**config.mk**
```make
export PLATFORM = sky130hd
export DESIGN_NAME = reaction_delay_timer_flat
export DESIGN_NICKNAME = d
export VERILOG_FILES = /design/src/rtl/reaction_pkg.sv /design/src/rtl/reaction_delay_timer_if.sv /design/src/rtl/delay_lfsr16.sv /design/src/rtl/reaction_delay_timer.sv /design/src/flat_wrapper.sv
export SDC_FILE = /design/constraint.sdc
export NUM_CORES = 1
export LEC_CHECK = 0
export ABC_CLOCK_PERIOD_IN_PS = 5950
export CAP_MARGIN = 20
export CORE_MARGIN = 2
export CORE_UTILIZATION = 45
export CTS_BUF_LIST = sky130_fd_sc_hd__clkbuf_8
export DETAILED_ROUTE_END_ITERATION = 6
export HOLD_SLACK_MARGIN = 0.03
export PLACE_DENSITY = 0.66
export REMOVE_ABC_BUFFERS = 1
export SLEW_MARGIN = 20
export SYNTH_ARGS = -nofsm -noshare
export SYNTH_HDL_FRONTEND = slang
export SYNTH_SLANG_ARGS = --single-unit
```
**constraint.sdc**
```tcl
create_clock -name clock -period 5.95 [get_ports clock]
set_input_delay 0.595 -clock clock [delete_from_list [all_inputs] [get_ports clock]]
set_output_delay 0.595 -clock clock [all_outputs]
set_load 0.02 [all_outputs]
```
**src/rtl/reaction_pkg.sv**
```systemverilog
// Shared types, constants and BCD helpers for the reaction delay timer.
package reaction_pkg;

    typedef enum logic [1:0] {
        IDLE  = 2'd0,
        ARMED = 2'd1,
        FIRED = 2'd2,
        FOUL  = 2'd3
    } state_t;

    localparam int unsigned LFSR_W  = 16;
    localparam int unsigned BCD_W   = 16;
    localparam int unsigned PRE_W   = 20;

    // Taps 16,14,13,11 expressed as state bit positions 15,13,12,10.
    localparam logic [LFSR_W-1:0] LFSR_TAPS    = 16'hB400;
    localparam logic [LFSR_W-1:0] DEFAULT_SEED = 16'hACE1;

    // Non-decimal nibbles 10..15 map onto 4..9.
    function automatic logic [3:0] bcd_fold(input logic [3:0] d);
        return (d > 4'd9) ? 4'(d - 4'd6) : d;
    endfunction

    function automatic logic [BCD_W-1:0] bcd_fold4(input logic [BCD_W-1:0] v);
        return {bcd_fold(v[15:12]), bcd_fold(v[11:8]), bcd_fold(v[7:4]), bcd_fold(v[3:0])};
    endfunction

    // Subtract one with digit-wise borrow; caller guarantees v != 0.
    function automatic logic [BCD_W-1:0] bcd_dec4(input logic [BCD_W-1:0] v);
        logic [BCD_W-1:0] r;
        logic             borrow;
        r      = v;
        borrow = 1'b1;
        for (int i = 0; i < 4; i++) begin
            if (borrow) begin
                if (v[4*i +: 4] == 4'd0) begin
                    r[4*i +: 4] = 4'd9;
                end else begin
                    r[4*i +: 4] = 4'(v[4*i +: 4] - 4'd1);
                    borrow      = 1'b0;
                end
            end
        end
        return r;
    endfunction

    // Random delay in 1000..2999 derived from the LFSR state.
    function automatic logic [BCD_W-1:0] lfsr_to_bcd(input logic [LFSR_W-1:0] s);
        return {4'(4'd1 + {3'b000, s[15]}), bcd_fold(s[11:8]), bcd_fold(s[7:4]), bcd_fold(s[3:0])};
    endfunction

endpackage

```
**src/rtl/reaction_delay_timer_if.sv**
```systemverilog
// Control and status bundle between the game controller and the delay timer.
interface reaction_delay_timer_if;
    import reaction_pkg::*;

    logic             start;
    logic             abort;
    logic             press;
    logic             load_en;
    logic [BCD_W-1:0] load_bcd;
    logic [BCD_W-1:0] remain_bcd;
    logic             go;
    logic             foul;
    logic             busy;

    modport master (
        output start, abort, press, load_en, load_bcd,
        input  remain_bcd, go, foul, busy
    );

    modport slave (
        input  start, abort, press, load_en, load_bcd,
        output remain_bcd, go, foul, busy
    );

endinterface

```
**src/rtl/delay_lfsr16.sv**
```systemverilog
// Free-running 16-bit Fibonacci LFSR; a zero seed would lock up, so it is replaced.
module delay_lfsr16
    import reaction_pkg::*;
#(
    parameter logic [LFSR_W-1:0] SEED = DEFAULT_SEED
) (
    input  logic              clock,
    input  logic              reset_button,
    output logic [LFSR_W-1:0] state
);

    localparam logic [LFSR_W-1:0] SEED_EFF = (SEED == '0) ? DEFAULT_SEED : SEED;

    logic feedback;

    assign feedback = ^(state & LFSR_TAPS);

    always_ff @(posedge clock or posedge reset_button) begin
        if (reset_button) begin
            state <= SEED_EFF;
        end else begin
            state <= {state[LFSR_W-2:0], feedback};
        end
    end

endmodule

```
**src/rtl/reaction_delay_timer.sv**
```systemverilog
// Randomised BCD countdown that raises go for the reaction game and flags false starts.
module reaction_delay_timer
    import reaction_pkg::*;
#(
    parameter int unsigned       TICK_DIV = 50000,
    parameter logic [LFSR_W-1:0] SEED     = DEFAULT_SEED
) (
    input  logic                   clock,
    input  logic                   reset_button,
    reaction_delay_timer_if.slave  bus
);

    localparam logic [PRE_W-1:0] PRE_LAST = PRE_W'(TICK_DIV - 1);

    state_t           state, state_n;
    logic [BCD_W-1:0] remain, remain_n;
    logic [PRE_W-1:0] pre, pre_n;
    logic             go_q, foul_q, busy_q;
    logic             go_n, foul_n, busy_n;
    logic [LFSR_W-1:0] lfsr;
    logic             tick;
    logic [BCD_W-1:0] remain_dec;

    delay_lfsr16 #(.SEED(SEED)) u_lfsr (
        .clock        (clock),
        .reset_button (reset_button),
        .state        (lfsr)
    );

    assign tick       = (pre == PRE_LAST);
    assign remain_dec = bcd_dec4(remain);

    always_ff @(posedge clock or posedge reset_button) begin
        if (reset_button) begin
            state  <= IDLE;
            remain <= '0;
            pre    <= '0;
            go_q   <= 1'b0;
            foul_q <= 1'b0;
            busy_q <= 1'b0;
        end else begin
            state  <= state_n;
            remain <= remain_n;
            pre    <= pre_n;
            go_q   <= go_n;
            foul_q <= foul_n;
            busy_q <= busy_n;
        end
    end

    // Priority: abort > press (ARMED) > start > tick.
    always_comb begin
        state_n  = state;
        remain_n = remain;
        pre_n    = pre;

        if (bus.abort) begin
            state_n  = IDLE;
            remain_n = '0;
            pre_n    = '0;
        end else begin
            case (state)
                ARMED: begin
                    if (bus.press) begin
                        state_n = FOUL;
                    end else if (remain == '0) begin
                        state_n = FIRED;
                    end else begin
                        pre_n = tick ? '0 : PRE_W'(pre + PRE_W'(1));
                        if (tick) begin
                            remain_n = remain_dec;
                            if (remain_dec == '0) begin
                                state_n = FIRED;
                            end
                        end
                    end
                end
                default: begin
                    if (bus.start) begin
                        state_n  = ARMED;
                        pre_n    = '0;
                        remain_n = bus.load_en ? bcd_fold4(bus.load_bcd) : lfsr_to_bcd(lfsr);
                    end
                end
            endcase
        end

        go_n   = (state_n == FIRED);
        foul_n = (state_n == FOUL);
        busy_n = (state_n == ARMED);
    end

    assign bus.remain_bcd = remain;
    assign bus.go         = go_q;
    assign bus.foul       = foul_q;
    assign bus.busy       = busy_q;

endmodule
```
**src/flat_wrapper.sv**
```systemverilog
// flat-port wrapper written by rule: the top's interface ports become plain ports
module reaction_delay_timer_flat import reaction_pkg::*;
#(
    parameter int unsigned       TICK_DIV = 50000,
    parameter logic [LFSR_W-1:0] SEED     = DEFAULT_SEED
)
  (clock, reset_button, bus_start, bus_abort, bus_press, bus_load_en, bus_load_bcd, bus_remain_bcd, bus_go, bus_foul, bus_busy);
  reaction_delay_timer_if bus_i ();
  input  logic clock;
  input  logic reset_button;
  input wire logic [$bits(bus_i.start)-1:0] bus_start;
  input wire logic [$bits(bus_i.abort)-1:0] bus_abort;
  input wire logic [$bits(bus_i.press)-1:0] bus_press;
  input wire logic [$bits(bus_i.load_en)-1:0] bus_load_en;
  input wire logic [$bits(bus_i.load_bcd)-1:0] bus_load_bcd;
  output wire logic [$bits(bus_i.remain_bcd)-1:0] bus_remain_bcd;
  output wire logic [$bits(bus_i.go)-1:0] bus_go;
  output wire logic [$bits(bus_i.foul)-1:0] bus_foul;
  output wire logic [$bits(bus_i.busy)-1:0] bus_busy;
  assign bus_i.start = bus_start;
  assign bus_i.abort = bus_abort;
  assign bus_i.press = bus_press;
  assign bus_i.load_en = bus_load_en;
  assign bus_i.load_bcd = bus_load_bcd;
  assign bus_remain_bcd = bus_i.remain_bcd;
  assign bus_go = bus_i.go;
  assign bus_foul = bus_i.foul;
  assign bus_busy = bus_i.busy;
  reaction_delay_timer #(.TICK_DIV(TICK_DIV), .SEED(SEED)) u_core (.clock(clock), .reset_button(reset_button), .bus(bus_i));
endmodule
```
# Word level (Yosys, flattened, before mapping)
# Index checks and enable logic that the tools add are counted.
# totals
regBits	57
latchBits	0
ram_bits	0
rom_bits	0
in_bits	22
out_inout_bits	19
word_cells	84
mem_count	0
# classes
add_sub_neg	13
mul	0
div_mod_pow	0
n_lt_le_gt_ge	7
n_eq_ne	8
n_shift	0
mux	39
bitwise	0
reduce_logical	10
# op_table
operator	n
2-to-1 mux 20 bit	6
2-to-1 mux 16 bit	7
2-to-1 mux 4 bit	14
logical NOT 16 bit	2
> comparator 4 bit (second input constant)	7
subtractor 4 x 3 -> 4 bit (second input constant)	7
adder 20 x 1 -> 20 bit (second input constant)	1
== test 20 x 16 -> 1 bit (second input constant)	1
logical NOT 4 bit	4
parity 16 bit	1
subtractor 4 x 1 -> 4 bit (second input constant)	4
2-to-1 mux 2 bit	7
!= test 3 bit (second input constant)	2
2-to-1 mux 1 bit	5
== test 2 x 1 -> 1 bit (second input constant)	2
== test 2 bit (second input constant)	2
AND reduction 4 bit	1
!= test 3 x 2 -> 1 bit (second input constant)	1
AND reduction 3 bit	1
nonzero test 3 bit	1
adder 1 x 1 -> 2 bit (first input constant)	1

# Logic depth before layout (Yosys ltp)
# Gate-level depths: netlist (run 1).
# logic_depth
ltp_word	13
ltp_mapped	9
ltp_nobuf	7

# By module
# Synthesis (run 1) repeated with hierarchy kept, for this count alone.
# unflattened
hier_cells	384
area_unflattened_um2	3524.6
# modules_own_cells
module	instances	cells_per_inst	area_each_um2	seq_area_each_um2
reaction_delay_timer	1	364	3084.2	1026.0
delay_lfsr16	1	20	440.4	410.4

# Least setup slack after synthesis (run 1)
# OpenSTA, ideal clock, no wires.
# synth_timing
path_type	register to register
startpoint	register u_core.remain[0] (netlist: u_core.bus.remain_bcd[0])
endpoint	register u_core.pre[17]
setup_time_ns	0.140
t_arrival_ns	2.177
required_time_ns	5.810
setup_slack_ns	3.633
path_stages_with_launch	10
n_path_buf	3
period_less_slack_ns	2.317
cell_sequence	dfrtp_1 > buf_6 > nor4_4 > nand4_4 > o41ai_4 > buf_6 > buf_2 > a21oi_1 > xnor2_1 > nor2_1
# synth_between
elab_chain_len	3
# synth_lines
element	line_no	source
start: declaration	reaction_delay_timer.sv:16	logic [BCD_W-1:0] remain, remain_n;
start signal: assignment	reaction_delay_timer.sv:43	remain <= remain_n;
logical NOT 16 bit	reaction_delay_timer.sv:66	end else if (remain == '0) begin
!= test 3 bit (no source line)	n/a	
AND reduction 3 bit (no source line)	n/a	
end signal: assignment	reaction_delay_timer.sv:44	pre <= pre_n;
end: declaration	reaction_delay_timer.sv:17	logic [PRE_W-1:0] pre, pre_n;
# No other way between the ends.
# A chain may end at the register's enable or synchronous reset.

# Final worst setup path (run 1)
# layout_timing
startpoint	register u_core.remain[0] (netlist: u_core.bus.remain_bcd[0])
endpoint	register u_core.remain[13] (netlist: u_core.bus.remain_bcd[13])
# layout_between
elab_chain_len	10
word_cells_on_any_way	13
cone_classes	eq/ne (1); mux (9); reduce/logical (3)
# layout_lines
element	line_no	source
logical NOT 4 bit	reaction_pkg.sv:36	if (v[4*i +: 4] == 4'd0) begin
2-to-1 mux 1 bit	reaction_pkg.sv:36	
2-to-1 mux 1 bit (2 in series)	reaction_pkg.sv:35	if (borrow) begin
2-to-1 mux 4 bit	reaction_pkg.sv:35	
2-to-1 mux 16 bit	reaction_delay_timer.sv:70	if (tick) begin
2-to-1 mux 16 bit	reaction_delay_timer.sv:66	
2-to-1 mux 16 bit	reaction_delay_timer.sv:64	if (bus.press) begin
2-to-1 mux 16 bit	reaction_delay_timer.sv:62	case (state)
2-to-1 mux 16 bit	reaction_delay_timer.sv:57	if (bus.abort) begin
# Parallel ways exist; a longest one is shown, timed or not. The select of a mux whose other input is x is not followed.

==> results of run 1 <==
-- layer usage --
metal / track usage (%) / vias up
li1: - / 1502
met1: 31.31 / 1465
met2: 30.51 / 80
met3: 5.311 / 16
met4: 8.207 / 0
met5: 0 / -
-- sequential cells by signal, indices dropped and copies added (netlist names) --
signal                 cells
u_core.bus.foul            1
u_core.bus.go              1
u_core.u_lfsr.state       16
u_core.bus.busy            1
u_core.state               2
u_core.pre                20
u_core.bus.remain_bcd     16
-- path summary, 6_finish.rpt --
check	endpoint	slack (ns)	cells past startpoint
max	u_core.bus.remain_bcd[13]	2.75	6
min	u_core.u_lfsr.state[15]	0.36	0
max reg2reg	u_core.bus.remain_bcd[13]	2.75	6
min reg2reg	u_core.u_lfsr.state[15]	0.36	0
max in group asynchronous	u_core.pre[15]	4.70	3
min in group asynchronous	u_core.u_lfsr.state[14]	0.76	3
-- placed cells by master, fill, tap and decap left out, types with 8 or more instances in the layout --
master           netlist  layout
nand2b_1               8       8
nand3_1                8       8
a21oi_1               32      32
nand2_1               27      27
clkdlybuf4s50_1        0      40
xnor2_1               14      14
dfstp_2                8       8
nor2_1                53      53
clkbuf_8               0      12
nor3_1                10      10
dfrtp_1               49      49
ha_1                   8       8
inv_1                 13      14
o21ai_0               33      33
-- report_power, final --
part | internal [mW] | switching (mW)
sequential | 0.402 | 0.0253
clock | 0.224 | 0.153
combinational | 0.0885 | 0.123
total | 0.714 | 0.302
-- cell usage after synthesis (2+ instances only) --
cell and n:
a2111oi_0 7, inv_1 13, nand2_1 27, mux2_2 3, o31ai_1 7, nand3_1 8, or3_1 2, a21oi_1 32
or2_2 6, xor2_1 2, a32o_1 2, mux2i_1 5, a41oi_1 2, a21o_1 3, nand2b_1 8, nand4_1 7
dfrtp_1 49, clkbuf_1 10, o21bai_1 2, buf_6 2, o21ai_0 33, nor2b_1 6, o211ai_1 7, o21ai_1 4
and3_1 2, xnor2_1 14, nor2_1 53, or4_1 3, o22ai_1 2, a31oi_1 6, dfstp_2 8, buf_2 2
nor4_1 4, ha_1 8, nand4b_1 3, a311oi_1 2, nor3_1 10
-- through the flow --
| stage | power, mW | hold WS (ns) |
|---|---|---|
| 2_1_floorplan | 0.5591 | 0.3330 |
| 3_3_place_gp | 0.6413 | 0.3345 |
| 3_5_place_dp | 0.6446 | 0.3407 |
| 4_1_cts | 1.024 | 0.3634 |
| 5_1_grt | 1.069 | 0.3732 |
| 6_report | 1.016 | 0.3612 |
-- area by class of cell --
| type | count | area, µm² |
|---|---|---|
| clock buffers | 12 | 165.2 |
| clock inverters | 4 | 42.54 |
| fillers | 666 | 3198 |
| inverters | 13 | 48.80 |
| multi-input cells | 302 | 1886 |
| flip-flops and latches | 57 | 1436 |
| well taps | 99 | 123.9 |
| repair buffers | 44 | 430.4 |
-- cell families after synthesis --
logic type	Yosys count
and+or+nand+nor	146
AOI/OAI and AO/OA	123
DFF	57
buffers and inverters	29
xor gates and xnor gates	16
muxes	9
adders and majority gates	8
-- critical path, stage by stage, from the launching register on --
cell and delay (ns):
dfrtp_1 0.49, nor4_4 0.45, nand4_4 0.24, o41ai_4 0.90, o21ai_1 0.45, buf_4 0.33, a32o_1 0.22
==> impl_results.md, run 1 <==
- Antenna viol nets, final: 0
- Post-Synth Adder-Cell Area: approximately 2.9%
- Synth Flop Type: dfrtp_1
- Final nets: around 460
- Fmax: 0.3128 GHz
- Sequential share of the synthesized area: roughly two fifths
- Hold Crit Class: flip-flop to flip-flop
- Final Cycle Share: a little over half
- Final setup viols: 0
- Via/cell ratio: approximately 5.8
- Post-Layout Inst Area: 4133 µm²
- Maximum VDD drop: approximately 0.00013 V
- Compound-Gate Fraction of Synth Area: 23.34%
- Global route total overflow: 0
- Row count: 31
- Fin cells: between 500 and 600
- Drt pass-1 iters: 5
- HPWL Detailed: between 5 and 6 mm
- Port bufs: 40
- Routability cong.: 0.8544
- Highest metal used: met4
- Worst-Margin Slew: 1.008 ns
- Mean area per synthesized cell: between 8 and 9 µm²
- Total number of yosys warnings: 0
- Area of the die: between 8000 and 9000 µm²
- RSZ-0062 raised after global routing: false
- Fin crit period: 3.197 ns
- Leakage power: about 1.6 nW
- CTS tree: done
- Cell area after synthesis: roughly 3500 µm²
- H-tree levels: 3
- Starting DRT DRC Count: 221
- Final Hold Fails: 0
- CTS Root Buffer Type: clkbuf_8
- Synth Area in XOR/XNOR: around 4%
- Max_slew headroom: 32.77%
- IO Count: between 40 and 50
- Yosys reg bits: 57
- Skew final: about 0.0094 ns
- Clk buf depth: 2
- # diodes: 0
- Status: finished, final reports clean
- Starting density of the core: around 47%
- Hold_sp: u_core.u_lfsr.state[14]
- Detailed Route WL: just over 8 mm
- Die W: between 90 and 100 µm
- Max Slew Vio Count: 0
- Setup crit end kind: flip-flop
- Residual DRC: 0
- Synth top area share: a little over a third
- Largest fanout on the critical path: 21
- Final WS setup: 2.753 ns
- Distinct cells, synth: between 60 and 70
- Mux contribution to synthesized area: around 2.9%
- Clk sinks: 57
- Hold buffer count at cts: 0
- Antenna violations before repair: 0
- Total CTS buffers: 9
- First-pass GRT wire length: around 14 mm
- Die Y-Extent: slightly above 90 µm
- Critical Path RT: 6.19 ns
- Layout cell share with drive strength beyond 1: about a tenth
- Worst slack at placement: approximately 2.8 ns
- Area contributors post-synth: dfrtp_1 (36%), dfstp_2 (6.1%), nor2_1 (5.8%)
- Routed vias: a little over 3000
- Met1 WL: 4.122 mm
- Type of the worst setup path: flip-flop to flip-flop
- Routed wl met2: about 3.6 mm
- Synth area leader: dfrtp_1
- Final core occ: a little under three fifths
- Cts repair resizes: 0
- DR WL/cell: about 16 µm
- Type of origin of the critical path: flip-flop
- Largest family of logic cells by synthesized area: compound AO/OA/AOI/OAI gates
- Placed insts: between 500 and 600
- Pwr Density: about 250 nW/µm²
- Placeable Area: 7331 µm²
- Area Overhead vs Synth: 19.72%
- Post-synthesis simple-gate area fraction: 21.46%
- Final setup TNS: 0 ns
- Asr flop ratio synth: between 90% and 100%
- Worst reg2reg path startpoint: u_core.bus.remain_bcd[0]
- DR WL met3: between 300 and 400 µm
- Pin count of the biggest net entering global routing: 58
- CTS clk-pin slew, worst paths: about 0.060 ns
- Gate Count Post-Synth: a little under 400
- GRT Total Usage: between 20% and 30%
- Worst skew pair latency: approximately 0.35 ns
- Post-DP Area: slightly below 4000 µm²
- Setup bufs post-CTS: 0
- Worst Path Arrival: approximately 3.4 ns
- Vias in the first global route: around 2900
- Max-cap violations: 0
- Worst setup path start: u_core.bus.remain_bcd[0]
- Post-synth EDFFs: 0
Note: power is estimated with default switching activity, not from simulation.
==> run 2, diff against run 1 <==
- ABC_CLOCK_PERIOD_IN_PS: 5950 -> 3050
- clock period: 5.95 -> 3.05 ns (I/O delays scaled with it)
==> impl_results.md, run 2 (synthesis results as in run 1) <==
- Starting density of the core: 47.09% (unchanged)
- Status: finished, final reports clean (unchanged)
- Final Cycle Share: 82.44% (was 53.73%)
- Worst setup path start: u_core.bus.remain_bcd[0] (unchanged)
- First-pass GRT wire length: 14.23 mm (was 14.16 mm)
- Final WS setup: 0.5355 ns (was 2.753 ns)
- Antenna violations before repair: 0 (unchanged)
- Clk pwr share: 40.9% (was 37.1%)
- Clk buf depth: 2 (unchanged)
- Post-DP Area: 3970 µm² (was 3925 µm²)
- Worst-Margin Slew: 0.6084 ns (was 1.008 ns)
- Power Total: 2.125 mW (was 1.016 mW)
- Register share of total power: 39.2% (was 42.0%)
- Worst reg2reg path startpoint: u_core.bus.remain_bcd[0] (unchanged)
- Most frequent cells in the layout: nor2_1 (53), dfrtp_1 (49), clkdlybuf4s50_1 (40) (unchanged)
- DR WL/cell: 15.91 µm (was 15.63 µm)
- Post-Layout Inst Area: 4214 µm² (was 4133 µm²)
- Drt pass-1 iters: 5 (unchanged)
- Critical Path RT: 3.28 ns (was 6.19 ns)
- Placed insts: 521 (was 515)
- Fin crit period: 2.515 ns (was 3.197 ns)
- Final nets: 463 (was 457)
- Vias in the first global route: 2878 (was 2881)
- IO Count: 41 (unchanged)
- Worst Path Arrival: 2.74 ns (was 3.43 ns)
- Antenna viol nets, final: 0 (unchanged)
- Hold buffer count at cts: 0 (unchanged)
- R2r worst-path depth: 6 (unchanged)
- Worst slack at placement: 0.5250 ns (was 2.779 ns)
- Total CTS buffers: 9 (unchanged)
- Global route total overflow: 0 (unchanged)
- Residual DRC: 0 (unchanged)
- Int Pwr: 1.524 mW (was 714.4 µW)
- Hold Crit Class: input pin to asynchronous set/reset pin (was flip-flop to flip-flop)
- Worst skew pair latency: 0.33 ns (was 0.35 ns)
- H-tree levels: 3 (unchanged)
- Type of origin of the critical path: flip-flop (unchanged)
- # diodes: 0 (unchanged)
- CTS clk-pin slew, worst paths: 0.07 ns (was 0.06 ns)
- CTS tree: done (unchanged)
- Clk sinks: 57 (unchanged)
- Starting DRT DRC Count: 210 (was 221)
- Sw Share: 28.28% (was 29.72%)
- Row count: 31 (unchanged)
- Fmax: 0.3977 GHz (was 0.3128 GHz)
- Pin count of the biggest net entering global routing: 22 (was 58)
- Filler cells: 644 (was 666)
- Final setup viols: 0 (unchanged)
- Leakage power: 1.681 nW (was 1.643 nW)
- CTS Root Buffer Type: clkbuf_8 (unchanged)
- Largest fanout on the critical path: 17 (was 21)
- Combinational Power Share: 19.9% (was 20.8%)
- Pwr Density: 504.2 nW/µm² (was 246.0 nW/µm²)
- Area Overhead vs Synth: 22.07% (was 19.72%)
- Placeable Area: 7331 µm² (unchanged)
- Register area: 1436 µm² (unchanged)
- Detailed Route WL: 8.542 mm (was 8.297 mm)
- Skew final: 0.01024 ns (was 0.009416 ns)
- Final core occ: 57.48% (was 56.37%)
- Switching power: 600.8 µW (was 302.1 µW)
- Max_slew headroom: 59.17% (was 32.77%)
- RSZ-0062 raised after global routing: false (unchanged)
- Max Slew Vio Count: 0 (unchanged)
- Area of the multi-input gates: 1886 µm² (unchanged)
- Largest register FFs: 20 (unchanged)
- Type of the worst setup path: flip-flop to flip-flop (unchanged)
- Most common cell after layout, fill and taps aside: nor2_1 (unchanged)
- Port bufs: 40 (unchanged)
- Maximum VDD drop: 0.0002250 V (was 0.0001251 V)
- Die Y-Extent: 91.59 µm (unchanged)
- Area of the die: 8388 µm² (unchanged)
- Layout cell share with drive strength beyond 1: 11.42% (was 9.954%)
- Setup bufs post-CTS: 0 (unchanged)
- Via/cell ratio: 5.816 (was 5.768)
- Setup slack, reg-to-reg: 0.54 ns (was 2.75 ns)
- RR Endpoint: u_core.bus.remain_bcd[11] (was u_core.bus.remain_bcd[13])
- Setup crit end kind: flip-flop (unchanged)
- Fin cells: 537 (was 531)
- Max-cap violations: 0 (unchanged)
- GRT Total Usage: 21.28% (was 21.48%)
- Top reg by flops: u_core.pre (unchanged)
- HPWL Detailed: 6.152 mm (was 5.844 mm)
- Die W: 91.59 µm (unchanged)
- Cts repair resizes: 0 (unchanged)
- Routed vias: 3123 (was 3063)
- Hold_ws: 0.2573 ns (was 0.3612 ns)
- Final Hold Fails: 0 (unchanged)
- Routability cong.: 0.8347 (was 0.8544)
- Final setup TNS: 0 ns (unchanged)
==> run 2: changes by cell type in the layout (fill, tap and decap cells not counted), sizes merged <==
| cell | delta |
|---|---|
| clkbuf | -2 |
| inv | -1 |
| bufinv | +2 |
| buf | +6 |
| clkinvlp | +1 |
==> run 2: area by class of cell <==
cell class	count	share of cell area, %
flip-flops and latches	57	34.09
clock buffers	10	3.266
clock inverters	6	2.524
multi-input cells	302	44.74
well taps	99	2.939
repair buffers	50	11.28
inverters	13	1.158
==> run 2: worst max-delay path by stage <==
stage,endpoint,slack [ns],cells past startpoint
3_5_place_dp,u_core.bus.remain_bcd[11],0.53,6
5_1_grt,u_core.bus.remain_bcd[7],0.34,7
3_3_place_gp,u_core.bus.remain_bcd[11],0.60,6
6_report,u_core.bus.remain_bcd[11],0.54,6
2_1_floorplan,u_core.bus.remain_bcd[13],0.24,5
4_1_cts,u_core.bus.remain_bcd[11],0.53,6
==> run 2: power by group through the flow <==
stage                     clock network [mW]  logic (mW)  registers, mW
final                                  0.869       0.424          0.832
after global routing                   0.917       0.468          0.838
after CTS                              0.885       0.424          0.831
after detailed placement                   0       0.421          0.845
after global placement                     0       0.416          0.845
after floorplan                            0       0.226          0.864
==> run 2: worst max-delay path: stages, from the launching register on <==
cell and delay (ns):
dfrtp_1 0.49, nor4_4 0.46, nand4_4 0.24, o41a_1 0.52, a21oi_4 0.42, a21oi_1 0.08
o22a_1 0.19
==> run 2: per-layer routing <==
| layer | up-vias | routed length [µm] | global-route usage (%) |
|---|---|---|---|
| met2 | 108 | 3789 | 31.50 |
| met4 | 0 | 93 | 5.429 |
| met3 | 10 | 510 | 5.228 |
| met5 | - | 0 | 0 |
| met1 | 1490 | 4148 | 31.11 |
| li1 | 1515 | - | - |
==> run 3, diff against run 2 <==
- ABC_CLOCK_PERIOD_IN_PS: 3050 -> 2200
- PLACE_DENSITY: 0.66 -> 0.68
- clock period: 3.05 -> 2.2 ns (I/O delays scaled with it)
==> impl_results.md, run 3 (synthesis results as in run 1) <==
- Total CTS buffers: 9 (unchanged)
- Clk pwr share: 38.4% (was 40.9%)
- Type of the worst setup path: flip-flop to flip-flop (unchanged)
- Top reg by flops: u_core.pre (unchanged)
- Die W: 91.59 µm (unchanged)
- Pin count of the biggest net entering global routing: 58 (was 22)
- Clk sinks: 57 (unchanged)
- GRT Total Usage: 21.77% (was 21.28%)
- Skew final: 0.009716 ns (was 0.01024 ns)
- Antenna viol nets, final: 0 (unchanged)
- Worst Path Arrival: 2.30 ns (was 2.74 ns)
- Starting density of the core: 47.09% (unchanged)
- CTS clk-pin slew, worst paths: 0.07 ns (about the same)
- H-tree levels: 3 (unchanged)
- HPWL Detailed: 6.336 mm (was 6.152 mm)
- Fmax: 0.4851 GHz (was 0.3977 GHz)
- DR WL/cell: 15.68 µm (was 15.91 µm)
- Global route total overflow: 0 (unchanged)
- Final setup viols: 0 (unchanged)
- Max_slew headroom: 65.52% (was 59.17%)
- Most common cell after layout, fill and taps aside: nor2_1 (unchanged)
- Row count: 31 (unchanged)
- CTS Root Buffer Type: clkbuf_8 (unchanged)
- Via/cell ratio: 5.703 (was 5.816)
- Int Pwr: 2.104 mW (was 1.524 mW)
- Critical Path RT: 2.44 ns (was 3.28 ns)
- Largest register FFs: 20 (unchanged)
- Fin crit period: 2.061 ns (was 2.515 ns)
- Routability cong.: 0.8237 (was 0.8347)
- Area of the multi-input gates: 1897 µm² (was 1886 µm²)
- Placeable Area: 7331 µm² (unchanged)
- Final Cycle Share: 93.70% (was 82.44%)
- CP bufs+invs: 1 (was 0)
- First-pass GRT wire length: 14.58 mm (was 14.23 mm)
- CTS tree: done (unchanged)
- Worst skew pair latency: 0.35 ns (was 0.33 ns)
- Most frequent cells in the layout: nor2_1 (53), dfrtp_1 (49), clkdlybuf4s50_1 (40) (unchanged)
- # diodes: 0 (unchanged)
- Clk buf depth: 2 (unchanged)
- Worst path slowest cell: dfrtp_1 (was o41a_1)
- Max-cap violations: 0 (unchanged)
- Cell family contributing the most delay on the critical path: simple AND/OR/NAND/NOR gates (was compound AO/OA/AOI/OAI gates)
- Area of the die: 8388 µm² (unchanged)
- Crit-path max cell delay: 0.42 ns (was 0.52 ns)
- Routed vias: 3211 (was 3123)
- Worst-Margin Slew: 0.5041 ns (was 0.6084 ns)
- Combinational Power Share: 24.0% (was 19.9%)
- Switching power: 874.0 µW (was 600.8 µW)
- IO Count: 41 (unchanged)
- Antenna violations before repair: 0 (unchanged)
- Register area: 1436 µm² (unchanged)
- Layout cell share with drive strength beyond 1: 17.03% (was 11.42%)
- Power Total: 2.978 mW (was 2.125 mW)
- Cell Chain, Critical Path: nor4_4 > nand4_4 > buf_4 > or3_1 > nor2_1 > o21ai_0 > a21o_1 (was nor4_4 > nand4_4 > o41a_1 > a21oi_4 > a21oi_1 > o22a_1)
- Detailed Route WL: 8.826 mm (was 8.542 mm)
- Hold Crit Class: input pin to asynchronous set/reset pin (unchanged)
- Maximum VDD drop: 0.0004165 V (was 0.0002250 V)
- Filler cells: 631 (was 644)
- Hold buffer count at cts: 0 (unchanged)
- Area Overhead vs Synth: 28.71% (was 22.07%)
- Sw Share: 29.35% (was 28.28%)
- Status: finished, final reports clean (unchanged)
- Register share of total power: 37.6% (was 39.2%)
- Final Hold Fails: 0 (unchanged)
- Largest fanout on the critical path: 6 (was 17)
- Drt pass-1 iters: 5 (unchanged)
- Type of origin of the critical path: flip-flop (unchanged)
- Residual DRC: 0 (unchanged)
- Die Y-Extent: 91.59 µm (unchanged)
- Starting DRT DRC Count: 295 (was 210)
- Final core occ: 60.61% (was 57.48%)
- Final nets: 489 (was 463)
- Max Slew Vio Count: 0 (unchanged)
- Setup crit end kind: flip-flop (unchanged)
- Leakage power: 1.815 nW (was 1.681 nW)
- Pwr Density: 670.3 nW/µm² (was 504.2 nW/µm²)
- Port bufs: 40 (unchanged)
- Vias in the first global route: 2950 (was 2878)
## run 3: cell count changes in the layout (fill, tap and decap cells not counted), sizes merged
cell    before  now
clkinv       1    2
buf         10   36
clkbuf      10   11
inv         14   13
bufinv       3    2
## run 3: what timing repair did
item	in CTS	in global routing
gates resized for setup	0	5
setup buffers	0	3
setup endpoints to repair	0	15
## run 3: area by class of cell
cell class              instances  area share, %
clock buffers                  11          3.407
inverters                      13          1.098
repair buffers                 76          15.94
clock inverters                 5          1.746
flip-flops and latches         57          32.33
multi-input cells             302          42.69
well taps                      99          2.788
## run 3: worst paths after layout
| path | slack, ns | depth (start not counted) | to | startpoint |
|---|---|---|---|---|
| worst max-delay path | 0.14 | 7 | u_core.bus.remain_bcd[15] | u_core.bus.remain_bcd[3] |
| worst min-delay path | 0.25 | 3 | u_core.u_lfsr.state[12] | reset_button |
| worst max register to register | 0.14 | 7 | u_core.bus.remain_bcd[15] | u_core.bus.remain_bcd[3] |
| worst min register to register | 0.37 | 0 | u_core.u_lfsr.state[15] | u_core.u_lfsr.state[14] |
| max in group asynchronous | 1.65 | 3 | u_core.u_lfsr.state[5] | reset_button |
| min in group clock | 0.37 | 0 | u_core.u_lfsr.state[15] | u_core.u_lfsr.state[14] |
## run 3: power by group through the flow
stage | clock network (mW) | registers (mW) | logic [mW]
after floorplan | 0 | 1.20 | 0.314
after global placement | 0 | 1.14 | 0.698
after detailed placement | 0 | 1.14 | 0.705
after CTS | 1.15 | 1.12 | 0.710
after global routing | 1.20 | 1.12 | 0.781
final | 1.14 | 1.12 | 0.716
## run 3: worst register-to-register path: cells and delay by family (launching register included)
| family | cells | cell delay (ns) |
|---|---|---|
| buffers and inverters | 1 | 0.20 |
| flip-flops | 1 | 0.42 |
| AND/OR/NAND/NOR | 4 | 1.06 |
| AO/OA/AOI/OAI | 2 | 0.27 |
## run 3: metal layers
metal	global-route usage, %	vias to the layer above	routed length, µm
met5	0	-	0
met4	7.955	0	128
met3	2.822	10	370
met2	32.23	91	3919
met1	32.42	1544	4408
li1	-	1566	-
## run 3: through the flow
| stage | setup WS (ns) | instance area, µm² | instances | hold slack (ns) | TNS [ns] |
|---|---|---|---|---|---|
| global placement | 0.08023 | 4180 | 544 | 0.3371 | 0 |
| CTS | 0.04378 | 4409 | 560 | 0.2693 | 0 |
| finish | 0.1386 | 4443 | 563 | 0.2520 | 0 |
| detailed placement | 0.03507 | 4180 | 544 | 0.3484 | 0 |
| floorplan | -0.6100 | 3371 | 372 | 0.2759 | -10.65 |
| global route | -0.007281 | 4443 | 563 | 0.3098 | -0.007646 |
